<file path="config.mk">
export PLATFORM = sky130hd
export DESIGN_NAME = trace_capture_sched
export DESIGN_NICKNAME = d
export VERILOG_FILES = /design/src/rtl/trace_capture_sched_pkg.sv /design/src/rtl/trace_sched_timestamp.sv /design/src/rtl/trace_capture_sched.sv
export SDC_FILE = /design/constraint.sdc
export NUM_CORES = 1
export LEC_CHECK = 0
export BUFFER_PORTS_ARGS = -buffer_cell sky130_fd_sc_hd__buf_2
export CORE_ASPECT_RATIO = 0.5
export CORE_MARGIN = 5
export CORE_UTILIZATION = 40
export CTS_CLUSTER_SIZE = 28
export DETAILED_ROUTE_END_ITERATION = 7
export PLACE_DENSITY_LB_ADDON = 0.05
export SLEW_MARGIN = 20
export SYNTH_ARGS = -nofsm -noshare
export SYNTH_HDL_FRONTEND = slang
export SYNTH_SLANG_ARGS = --single-unit
</file>
<file path="constraint.sdc">
create_clock -name trace_clk -period 3.65 [get_ports trace_clk]
set_clock_uncertainty 0.15 [all_clocks]
set_input_delay 0.1825 -clock trace_clk [delete_from_list [all_inputs] [get_ports trace_clk]]
set_output_delay 0.1825 -clock trace_clk [all_outputs]
set_load 0.03 [all_outputs]
</file>
<file path="src/rtl/trace_capture_sched_pkg.sv">
// Shared trace encodings: FIFO record command codes and capture FSM state codes.
package trace_capture_sched_pkg;

  typedef logic [1:0] fifo_cmd_t;

  localparam fifo_cmd_t FE_FIFO_CMD_DATA = 2'd1;
  localparam fifo_cmd_t FE_FIFO_CMD_TIME = 2'd2;
  localparam fifo_cmd_t FE_FIFO_CMD_STAT = 2'd3;

  localparam logic [1:0] ST_IDLE    = 2'd0;
  localparam logic [1:0] ST_ARMED   = 2'd1;
  localparam logic [1:0] ST_CAPTURE = 2'd2;
  localparam logic [1:0] ST_DONE    = 2'd3;

  // DATA and STAT records carry an event; TIME records only carry elapsed time.
  function automatic logic is_event_cmd(input fifo_cmd_t cmd);
    return cmd != FE_FIFO_CMD_TIME;
  endfunction

endpackage

</file>
<file path="src/rtl/trace_sched_timestamp.sv">
// Saturating capture timestamp: cleared outside CAPTURE, reloads to 1 whenever a
// record is issued, otherwise counts up and sticks at all-ones.
module trace_sched_timestamp #(
  parameter int pWIDTH = 16
) (
  input  logic              trace_clk,
  input  logic              reset,
  input  logic              i_clear,
  input  logic              i_load_one,
  output logic [pWIDTH-1:0] o_ts
);

  logic [pWIDTH-1:0] r_ts;

  always_ff @(posedge trace_clk) begin
    if (reset || i_clear) begin
      r_ts <= '0;
    end else if (i_load_one) begin
      r_ts <= pWIDTH'(1);
    end else if (!(&r_ts)) begin
      r_ts <= r_ts + pWIDTH'(1);
    end
  end

  assign o_ts = r_ts;

endmodule

</file>
<file path="src/rtl/trace_capture_sched.sv">
// Trace capture scheduler: arms/triggers capture, turns front-end events into
// timestamped FIFO records. Optional drop counter under TRACE_SCHED_DROP_COUNT_EN.
module trace_capture_sched
  import trace_capture_sched_pkg::*;
#(
  parameter int pTIMESTAMP_FULL_WIDTH = 16,
  parameter int pCOUNT_WIDTH          = 16
) (
  input  logic                             trace_clk,
  input  logic                             reset,
  input  logic                             I_arm,
  input  logic                             I_abort,
  input  logic                             I_trigger_mode,
  input  logic                             I_trigger,
  input  logic [pCOUNT_WIDTH-1:0]          I_max_events,
  input  logic                             I_event,
  input  logic [1:0]                       I_data_cmd,
  input  logic [15:0]                      I_max_short_timestamp,
  input  logic                             I_fifo_write_allowed,
  output logic                             O_fifo_wr,
  output logic [1:0]                       O_fifo_command,
  output logic [pTIMESTAMP_FULL_WIDTH-1:0] O_fifo_time,
  output logic [1:0]                       O_state,
  output logic                             O_overflow,
  output logic [pCOUNT_WIDTH-1:0]          O_drop_count
);

  logic [1:0]                       r_state;
  logic [1:0]                       w_state_next;
  logic [pCOUNT_WIDTH-1:0]          r_count;
  logic [pCOUNT_WIDTH-1:0]          w_count_next;
  logic                             r_pend_valid;
  fifo_cmd_t                        r_pend_cmd;
  logic                             r_fifo_wr;
  fifo_cmd_t                        r_fifo_cmd;
  logic [pTIMESTAMP_FULL_WIDTH-1:0] r_fifo_time;
  logic                             r_overflow;
  logic [pTIMESTAMP_FULL_WIDTH-1:0] w_ts;

  logic      w_in_cap;
  logic      w_short;
  logic      w_want;
  fifo_cmd_t w_want_cmd;
  logic      w_set_pend;
  logic      w_issue;
  logic      w_blocked;
  logic      w_lost_blocked;
  logic      w_lost_collide;
  logic      w_enter_armed;

  assign w_in_cap = (r_state == ST_CAPTURE) && !I_abort;
  assign w_short  = 64'(w_ts) <= 64'(I_max_short_timestamp);

  // Record selection: a pending event record wins, then a new event, then a
  // saturation TIME record so the timeline never silently stalls.
  always_comb begin
    w_want     = 1'b0;
    w_want_cmd = FE_FIFO_CMD_TIME;
    w_set_pend = 1'b0;
    if (w_in_cap) begin
      if (r_pend_valid) begin
        w_want     = 1'b1;
        w_want_cmd = r_pend_cmd;
      end else if (I_event) begin
        w_want     = 1'b1;
        w_want_cmd = w_short ? fifo_cmd_t'(I_data_cmd) : FE_FIFO_CMD_TIME;
        w_set_pend = !w_short;
      end else if (&w_ts) begin
        w_want = 1'b1;
      end
    end
  end

  assign w_issue        = w_want && I_fifo_write_allowed;
  assign w_blocked      = w_want && !I_fifo_write_allowed;
  assign w_lost_blocked = w_blocked && (r_pend_valid || I_event);
  assign w_lost_collide = w_in_cap && r_pend_valid && I_event;

  assign w_count_next = (w_issue && is_event_cmd(w_want_cmd) && !(&r_count))
                        ? r_count + pCOUNT_WIDTH'(1) : r_count;

  always_comb begin
    w_state_next = r_state;
    case (r_state)
      ST_IDLE:    if (I_arm) w_state_next = ST_ARMED;
      ST_ARMED:   if (!I_trigger_mode || I_trigger) w_state_next = ST_CAPTURE;
      ST_CAPTURE: if ((I_max_events != '0) && (w_count_next == I_max_events))
                    w_state_next = ST_DONE;
      ST_DONE:    if (I_arm) w_state_next = ST_ARMED;
      default:    w_state_next = ST_IDLE;
    endcase
    if (I_abort) w_state_next = ST_IDLE;
  end

  assign w_enter_armed = (w_state_next == ST_ARMED) && (r_state != ST_ARMED);

  always_ff @(posedge trace_clk) begin
    if (reset) begin
      r_state      <= ST_IDLE;
      r_count      <= '0;
      r_pend_valid <= 1'b0;
      r_pend_cmd   <= FE_FIFO_CMD_DATA;
      r_fifo_wr    <= 1'b0;
      r_fifo_cmd   <= '0;
      r_fifo_time  <= '0;
      r_overflow   <= 1'b0;
    end else begin
      r_state      <= w_state_next;
      r_count      <= w_enter_armed ? '0 : w_count_next;
      // A pending record only survives if its TIME record actually went out.
      r_pend_valid <= w_set_pend && w_issue;
      if (w_set_pend) r_pend_cmd <= fifo_cmd_t'(I_data_cmd);
      r_fifo_wr    <= w_issue;
      if (w_issue) begin
        r_fifo_cmd  <= w_want_cmd;
        r_fifo_time <= w_ts;
      end
      if (w_enter_armed) r_overflow <= 1'b0;
      else if (w_blocked || w_lost_collide) r_overflow <= 1'b1;
    end
  end

  trace_sched_timestamp #(
    .pWIDTH (pTIMESTAMP_FULL_WIDTH)
  ) u_timestamp (
    .trace_clk  (trace_clk),
    .reset      (reset),
    .i_clear    (r_state != ST_CAPTURE),
    .i_load_one (w_issue),
    .o_ts       (w_ts)
  );

`ifdef TRACE_SCHED_DROP_COUNT_EN
  logic [pCOUNT_WIDTH-1:0] r_drop_count;
  logic [pCOUNT_WIDTH:0]   w_drop_sum;

  assign w_drop_sum = {1'b0, r_drop_count} + (pCOUNT_WIDTH+1)'(w_lost_blocked)
                      + (pCOUNT_WIDTH+1)'(w_lost_collide);

  always_ff @(posedge trace_clk) begin
    if (reset || w_enter_armed) begin
      r_drop_count <= '0;
    end else begin
      r_drop_count <= w_drop_sum[pCOUNT_WIDTH] ? '1 : w_drop_sum[pCOUNT_WIDTH-1:0];
    end
  end

  assign O_drop_count = r_drop_count;
`else
  logic w_drop_unused;
  assign w_drop_unused = w_lost_blocked;
  assign O_drop_count  = '0;
`endif

  assign O_fifo_wr      = r_fifo_wr;
  assign O_fifo_command = r_fifo_cmd;
  assign O_fifo_time    = r_fifo_time;
  assign O_state        = r_state;
  assign O_overflow     = r_overflow;

endmodule

</file>
==> flow_metrics.env, run 1 <==
export IMPL_ys_types=68
export IMPL_stdcell_count=656
export IMPL_synthMuxAreaShare_pct=0.541
export IMPL_hold_slack_ns=0.0348
export IMPL_synth_top_area_share_pct=30.8
export IMPL_hold_depth=3
export IMPL_cp_end_kind="flip-flop"
export IMPL_cts_tree="yes"
export IMPL_cp_arrival_ns=3.26
export IMPL_slew_viol_final=0
export IMPL_start_kind="flip-flop"
export IMPL_wl_per_cell_um=14.7
export IMPL_core_um2=8860
export IMPL_drive_gt1_share_pct=18.9
export IMPL_synth_ff_type="dfxtp_1"
export IMPL_worstMarginPinSlew_ns=0.675
export IMPL_grt_max_degree=27
export IMPL_overflow=0
export IMPL_final_common_cell="buf_2"
export IMPL_crit_cells=9
export IMPL_synth_area_leaders="dfxtp_1 (31%), ha_1 (6.8%), nand2_1 (6.2%)"
export IMPL_p_sw_share_pct=24.3
export IMPL_reg2reg_depth=9
export IMPL_dieHeight_um=78.0
export IMPL_seqPwrFrac_pct=37.2
export IMPL_grt_pass1_wl_um=16000
export IMPL_clkPwrFrac_pct=55.1
export IMPL_io_pin_count=80
export IMPL_nets=596
export IMPL_syn_area_um2=3700
export IMPL_p_switching_uw=408
export IMPL_most_common_layout_cells="buf_2 (63), nand2_1 (61), dfxtp_1 (57)"
export IMPL_antenna_found_initial=0
export IMPL_fin_crit_ns=3.15
export IMPL_required_ns=3.76
export IMPL_drt_pass1_iterations=4
export IMPL_synth_simple_area_share_pct=27.9
export IMPL_pre_cts_ws_ns=0.489
export IMPL_clock_latency_ns=0.34
export IMPL_outcome="complete, no violations"
export IMPL_drv_cap=0
export IMPL_max_slew_margin_pct=55.0
export IMPL_path_clk_slew_ns=0.05
export IMPL_htreeDepth=3
export IMPL_synth_edff_count=0
export IMPL_yosys_warnings=0
export IMPL_slowest_delay_ns=0.53
export IMPL_drc=0
export IMPL_areaGrowthSynthToFinish_pct=19.1
export IMPL_grt_pass1_vias=3269
export IMPL_crit_fanout=22
export IMPL_async_reset_ff_share_pct=0
export IMPL_vias=3424
export IMPL_finalSetupViolCount=0
export IMPL_synth_xor_area_share_pct=8.52
export IMPL_ctsHoldBuffers=1
export IMPL_start_util_pct=41.8
export IMPL_fp_dieW_um=146
export IMPL_cp_top_family="compound AO/OA/AOI/OAI gates"
export IMPL_synth_top_family_by_area="simple AND/OR/NAND/NOR gates"
export IMPL_synth_area_leader_cell="dfxtp_1"
export IMPL_period_share_pct=86.4
export IMPL_ir_drop_v=0.000227
export IMPL_postRouteAntennaNets=0
export IMPL_cts_buffers=9
export IMPL_globalplace_congestion=0.925
export IMPL_crit_chain="ha_1 > nand4_2 > a2111o_1 > a21oi_4 > nor2_2 > or3_1 > o31ai_1 > nand4_1 > o31ai_2"
export IMPL_ys_seq_elements=57
export IMPL_syn_instance_count=469
export IMPL_synthAdderAreaFrac_pct=6.76
export IMPL_cts_resized=0
export IMPL_cts_sinks=57
export IMPL_post_drt_via_cell_ratio=5.22
export IMPL_diodes=0
export IMPL_cts_root_buf="clkbuf_16"
export IMPL_syn_avg_cell_area_um2=7.89
export IMPL_ys_seq_area_share_pct=30.8
export IMPL_finalSetupTns_ns=0
export IMPL_cts_path_max_buffers=2
export IMPL_critical_path_class="reg2reg"
export IMPL_numPortBuffers=63
export IMPL_fmax_mhz=317
export IMPL_combPwrFrac_pct=7.7
export IMPL_rows=24
export IMPL_grtUsageTotal_pct=17.2
export IMPL_min_path_type="in2reg"
export IMPL_grt_setup_unrepaired="false"
export IMPL_critPathSlowestCell="a21oi_4"
export IMPL_finalPower_uw=1680
export IMPL_fin_ws_ns=0.495
export IMPL_worst_path_buf_inv=0
export IMPL_finalHoldViolations=0
export IMPL_drt_total_wl_um=9660
export IMPL_power_density_nw_per_um2=382
export IMPL_die_area_um2=11400
export IMPL_dp_cells=639
export IMPL_power_leakage_uw=0.00179
export IMPL_power_internal_uw=1270
export IMPL_post_cts_buffers=0
export IMPL_drtIter0Drc=177
export IMPL_synth_compound_area_share_pct=17.0
export IMPL_hpwl_um=7390
[layout make-up]
cell class	count	area [µm²]
multi-input combinational	367	2310
tap	117	146
clock inverter	7	104
timing repair buffer	71	378
inverter	28	105
sequential	57	1140
fill	937	4450
clock buffer	9	225
[per-layer routing]
metal,vias up,part of all wire (%),track usage [%]
li1,1753,-,-
met1,1577,47,20.8
met2,79,46,29.2
met3,15,5.6,5.70
met4,0,1.8,5.72
met5,-,0,0
[flip-flops by register name, indices dropped and copies added (netlist names)]
name	flops
u_timestamp.o_ts	16
r_count	16
O_overflow	1
r_pend_cmd	2
O_fifo_wr	1
O_fifo_time	16
O_state	2
O_fifo_command	2
r_pend_valid	1
[Yosys cell counts (all sizes together), types with 6 or more instances]
library cell / n
nand3: 21
nor3: 14
nand4: 11
and3: 7
ha: 20
inv: 28
xor2: 17
clkbuf: 7
dfxtp: 57
xnor2: 19
nand2: 61
o21ai: 17
nor2: 48
nor4: 6
a21oi: 36
buf: 25
[power by group through the flow]
stage          sequential, µW  clock [µW]  combinational, µW
3_5_place_dp              640           0                128
2_1_floorplan             642           0               90.3
5_1_grt                   626         986                144
4_1_cts                   626         952                130
3_3_place_gp              640           0                129
6_report                  626         926                130
[per-stage QoR]
stage          cell area, µm²  utilization (%)
6_report                 4410             49.7
3_3_place_gp             4070             45.9
2_1_floorplan            3760                -
3_5_place_dp             4070             45.9
5_1_grt                  4410             49.7
4_1_cts                  4410             49.7
[logic make-up after synthesis]
logic type | count (synthesis)
AND/OR/NAND/NOR | 202
AO/OA/AOI/OAI | 91
buffers and inverters | 60
flip-flops | 57
XOR/XNOR | 36
adder cells (fa/ha/maj) | 20
multiplexers | 2
other | 1
[worst min-delay path, stage by stage]
cell	delay, ns
buf_2	0.08
nor4bb_1	0.04
nor4_1	0.15
[path summary, 6_finish.rpt]
path	from	to	slack, ns
setup / recovery	u_timestamp.o_ts[13]	O_state[0]	0.50
hold / removal	I_trigger	O_state[1]	0.03
setup reg to reg	u_timestamp.o_ts[13]	O_state[0]	0.50
hold reg to reg	O_fifo_time[3]	O_fifo_time[3]	0.30
No activity file was read; power rests on OpenSTA's default activity.
==> inputs of run 2 (changes only) <==
Settings changed: SYNTH_HIERARCHICAL set to 1.
==> run 2 against run 1 <==
Power shrank 0.93%; final cell count grew 6.3%; register-to-register slack lost 0.22 ns; clock power shrank 2.8%; global-route usage grew 1.7 points; critical path type unchanged.
==> flow_metrics.env, run 2 <==
export IMPL_fmax_mhz=296
export IMPL_dp_cells=680
export IMPL_reg2reg_depth=12
export IMPL_synth_area_leaders="dfxtp_1 (29%), ha_1 (6.4%), nor2_1 (5.7%)"
export IMPL_crit_fanout=8
export IMPL_final_common_cell="buf_2"
export IMPL_numPortBuffers=63
export IMPL_fp_dieW_um=149
export IMPL_finalSetupViolCount=0
export IMPL_path_clk_slew_ns=0.05
export IMPL_areaGrowthSynthToFinish_pct=22.2
export IMPL_syn_area_um2=3890
export IMPL_drt_pass1_iterations=4
export IMPL_min_path_type="in2reg"
export IMPL_clock_latency_ns=0.33
export IMPL_htreeDepth=3
export IMPL_drtIter0Drc=202
export IMPL_ys_types=72
export IMPL_cts_tree="yes"
export IMPL_cp_arrival_ns=3.46
export IMPL_start_kind="flip-flop"
export IMPL_cts_sinks=57
export IMPL_ys_seq_elements=57
export IMPL_syn_instance_count=477
export IMPL_grt_setup_unrepaired="false"
export IMPL_post_cts_buffers=0
export IMPL_post_drt_via_cell_ratio=5.28
export IMPL_cts_buffers=9
export IMPL_cts_root_buf="clkbuf_16"
export IMPL_grtUsageTotal_pct=18.9
export IMPL_postRouteAntennaNets=0
export IMPL_synth_edff_count=0
export IMPL_ys_seq_area_share_pct=29.4
export IMPL_drive_gt1_share_pct=21.7
export IMPL_yosys_warnings=6
export IMPL_async_reset_ff_share_pct=0
export IMPL_die_area_um2=11900
export IMPL_fin_crit_ns=3.38
export IMPL_worstMarginPinSlew_ns=0.714
export IMPL_synth_top_area_share_pct=29.4
export IMPL_synth_most_common_cell="nor2_1"
export IMPL_final_util_pct=50.3
export IMPL_hpwl_um=8420
export IMPL_pre_cts_ws_ns=0.225
export IMPL_syn_avg_cell_area_um2=8.15
export IMPL_period_share_pct=92.6
export IMPL_cts_path_max_buffers=2
export IMPL_grt_pass1_wl_um=17900
export IMPL_drt_total_wl_um=10800
export IMPL_nets=619
export IMPL_outcome="complete, no violations"
export IMPL_max_slew_margin_pct=52.3
export IMPL_dieHeight_um=79.7
export IMPL_ir_drop_v=0.000198
export IMPL_power_density_nw_per_um2=351
export IMPL_io_pin_count=80
export IMPL_drc=0
export IMPL_fin_ws_ns=0.271
export IMPL_antenna_found_initial=0
export IMPL_placed_cell_area_um2=4410
export IMPL_drv_cap=0
export IMPL_synth_commonest_cells="nor2_1 (59), dfxtp_1 (57), nand2_1 (32)"
export IMPL_critical_path_class="reg2reg"
export IMPL_stdcell_count=697
export IMPL_hold_depth=3
export IMPL_globalplace_congestion=0.933
export IMPL_design_area_um2=4750
export IMPL_most_common_layout_cells="buf_2 (63), nor2_1 (59), dfxtp_1 (57)"
export IMPL_diodes=0
export IMPL_grt_max_degree=27
export IMPL_wl_per_cell_um=15.5
export IMPL_vias=3682
export IMPL_slew_viol_final=0
export IMPL_synth_area_leader_cell="dfxtp_1"
export IMPL_finalSetupTns_ns=0
export IMPL_power_leakage_uw=0.00210
export IMPL_required_ns=3.73
export IMPL_finalHoldViolations=0
export IMPL_grt_pass1_vias=3660
export IMPL_cp_end_kind="flip-flop"
export IMPL_start_util_pct=41.1
export IMPL_synth_ff_type="dfxtp_1"
export IMPL_core_um2=9450
export IMPL_rows=25
export IMPL_overflow=0
-- run 2: changes by cell type in the layout (fill, tap and decap cells not counted), sizes merged, moves of 6 or more --
cell / delta
xnor2: -10
mux2i: +15
nand2: -29
nand4: +6
o211ai: +6
buf: +15
nor2: +11
-- run 2: path summary, 6_finish.rpt --
check / to / start / slack (ns)
max: O_state[0] / u_timestamp/o_ts[0] / 0.27
max reg2reg: O_state[0] / u_timestamp/o_ts[0] / 0.27
min: O_state[1] / I_abort / 0.04
min reg2reg: O_overflow / O_overflow / 0.32
-- run 2: logic make-up (layout without fill, tap and decap cells) --
group / Yosys count / after routing / share of synthesized area [%]
flops: 57 / 57 / 29.4
compound gates: 102 / 102 / 18.4
xor+xnor: 24 / 24 / 6.50
mux: 18 / 18 / 4.76
simple gates: 192 / 192 / 26.6
fa+ha+maj: 20 / 20 / 6.44
other cells: 1 / 16 / 0.0965
buf+inv: 63 / 133 / 7.89
-- run 2: final cells by class --
class | count | area (µm²)
fillers | 981 | 4700
multi-input cells | 372 | 2510
flip-flops and latches | 57 | 1140
inverters | 31 | 116
repair buffers | 86 | 490
well taps | 135 | 169
clock inverters | 6 | 92.6
clock buffers | 10 | 229
-- run 2: per-layer routing --
layer | routed length (µm) | up-vias | GRT usage [%] | part of all wire [%]
li1 | - | 1858 | - | -
met1 | 5110 | 1741 | 23.5 | 47
met2 | 5020 | 71 | 32.3 | 46
met3 | 550 | 12 | 5.33 | 5.1
met4 | 143 | 0 | 5.11 | 1.3
met5 | 0 | - | 0 | 0
-- run 2: critical path, stage by stage, from the launching register on --
cell and delay, ns:
dfxtp_1 0.43, inv_1 0.09, ha_1 0.28, nand4_1 0.14, nor4_4 0.34, inv_1 0.11
o21a_1 0.23, and2_1 0.28, a21oi_2 0.27, mux2_4 0.32, a221oi_2 0.16, nand4_1 0.13
o41ai_2 0.35
-- run 2: metrics by stage --
stage | total power, µW | hold slack [ns]
after global routing | 1740 | 0.0666
after global placement | 778 | 0.294
final | 1670 | 0.0446
after detailed placement | 777 | 0.300
after CTS | 1690 | 0.0434
after floorplan | 739 | 0.111
-- run 2: where the power goes --
group          internal [µW]  switching, µW
sequential               624           1.43
clock                    599            301
combinational           48.4           92.4
total                   1270            395
-- run 2: timing repair --
| action | in CTS | in global routing |
|---|---|---|
| hold endpoints to repair | 1 | 0 |
| hold buffers | 1 | 0 |
| resized for setup | 0 | 2 |
| endpoints found under the setup margin | 0 | 1 |
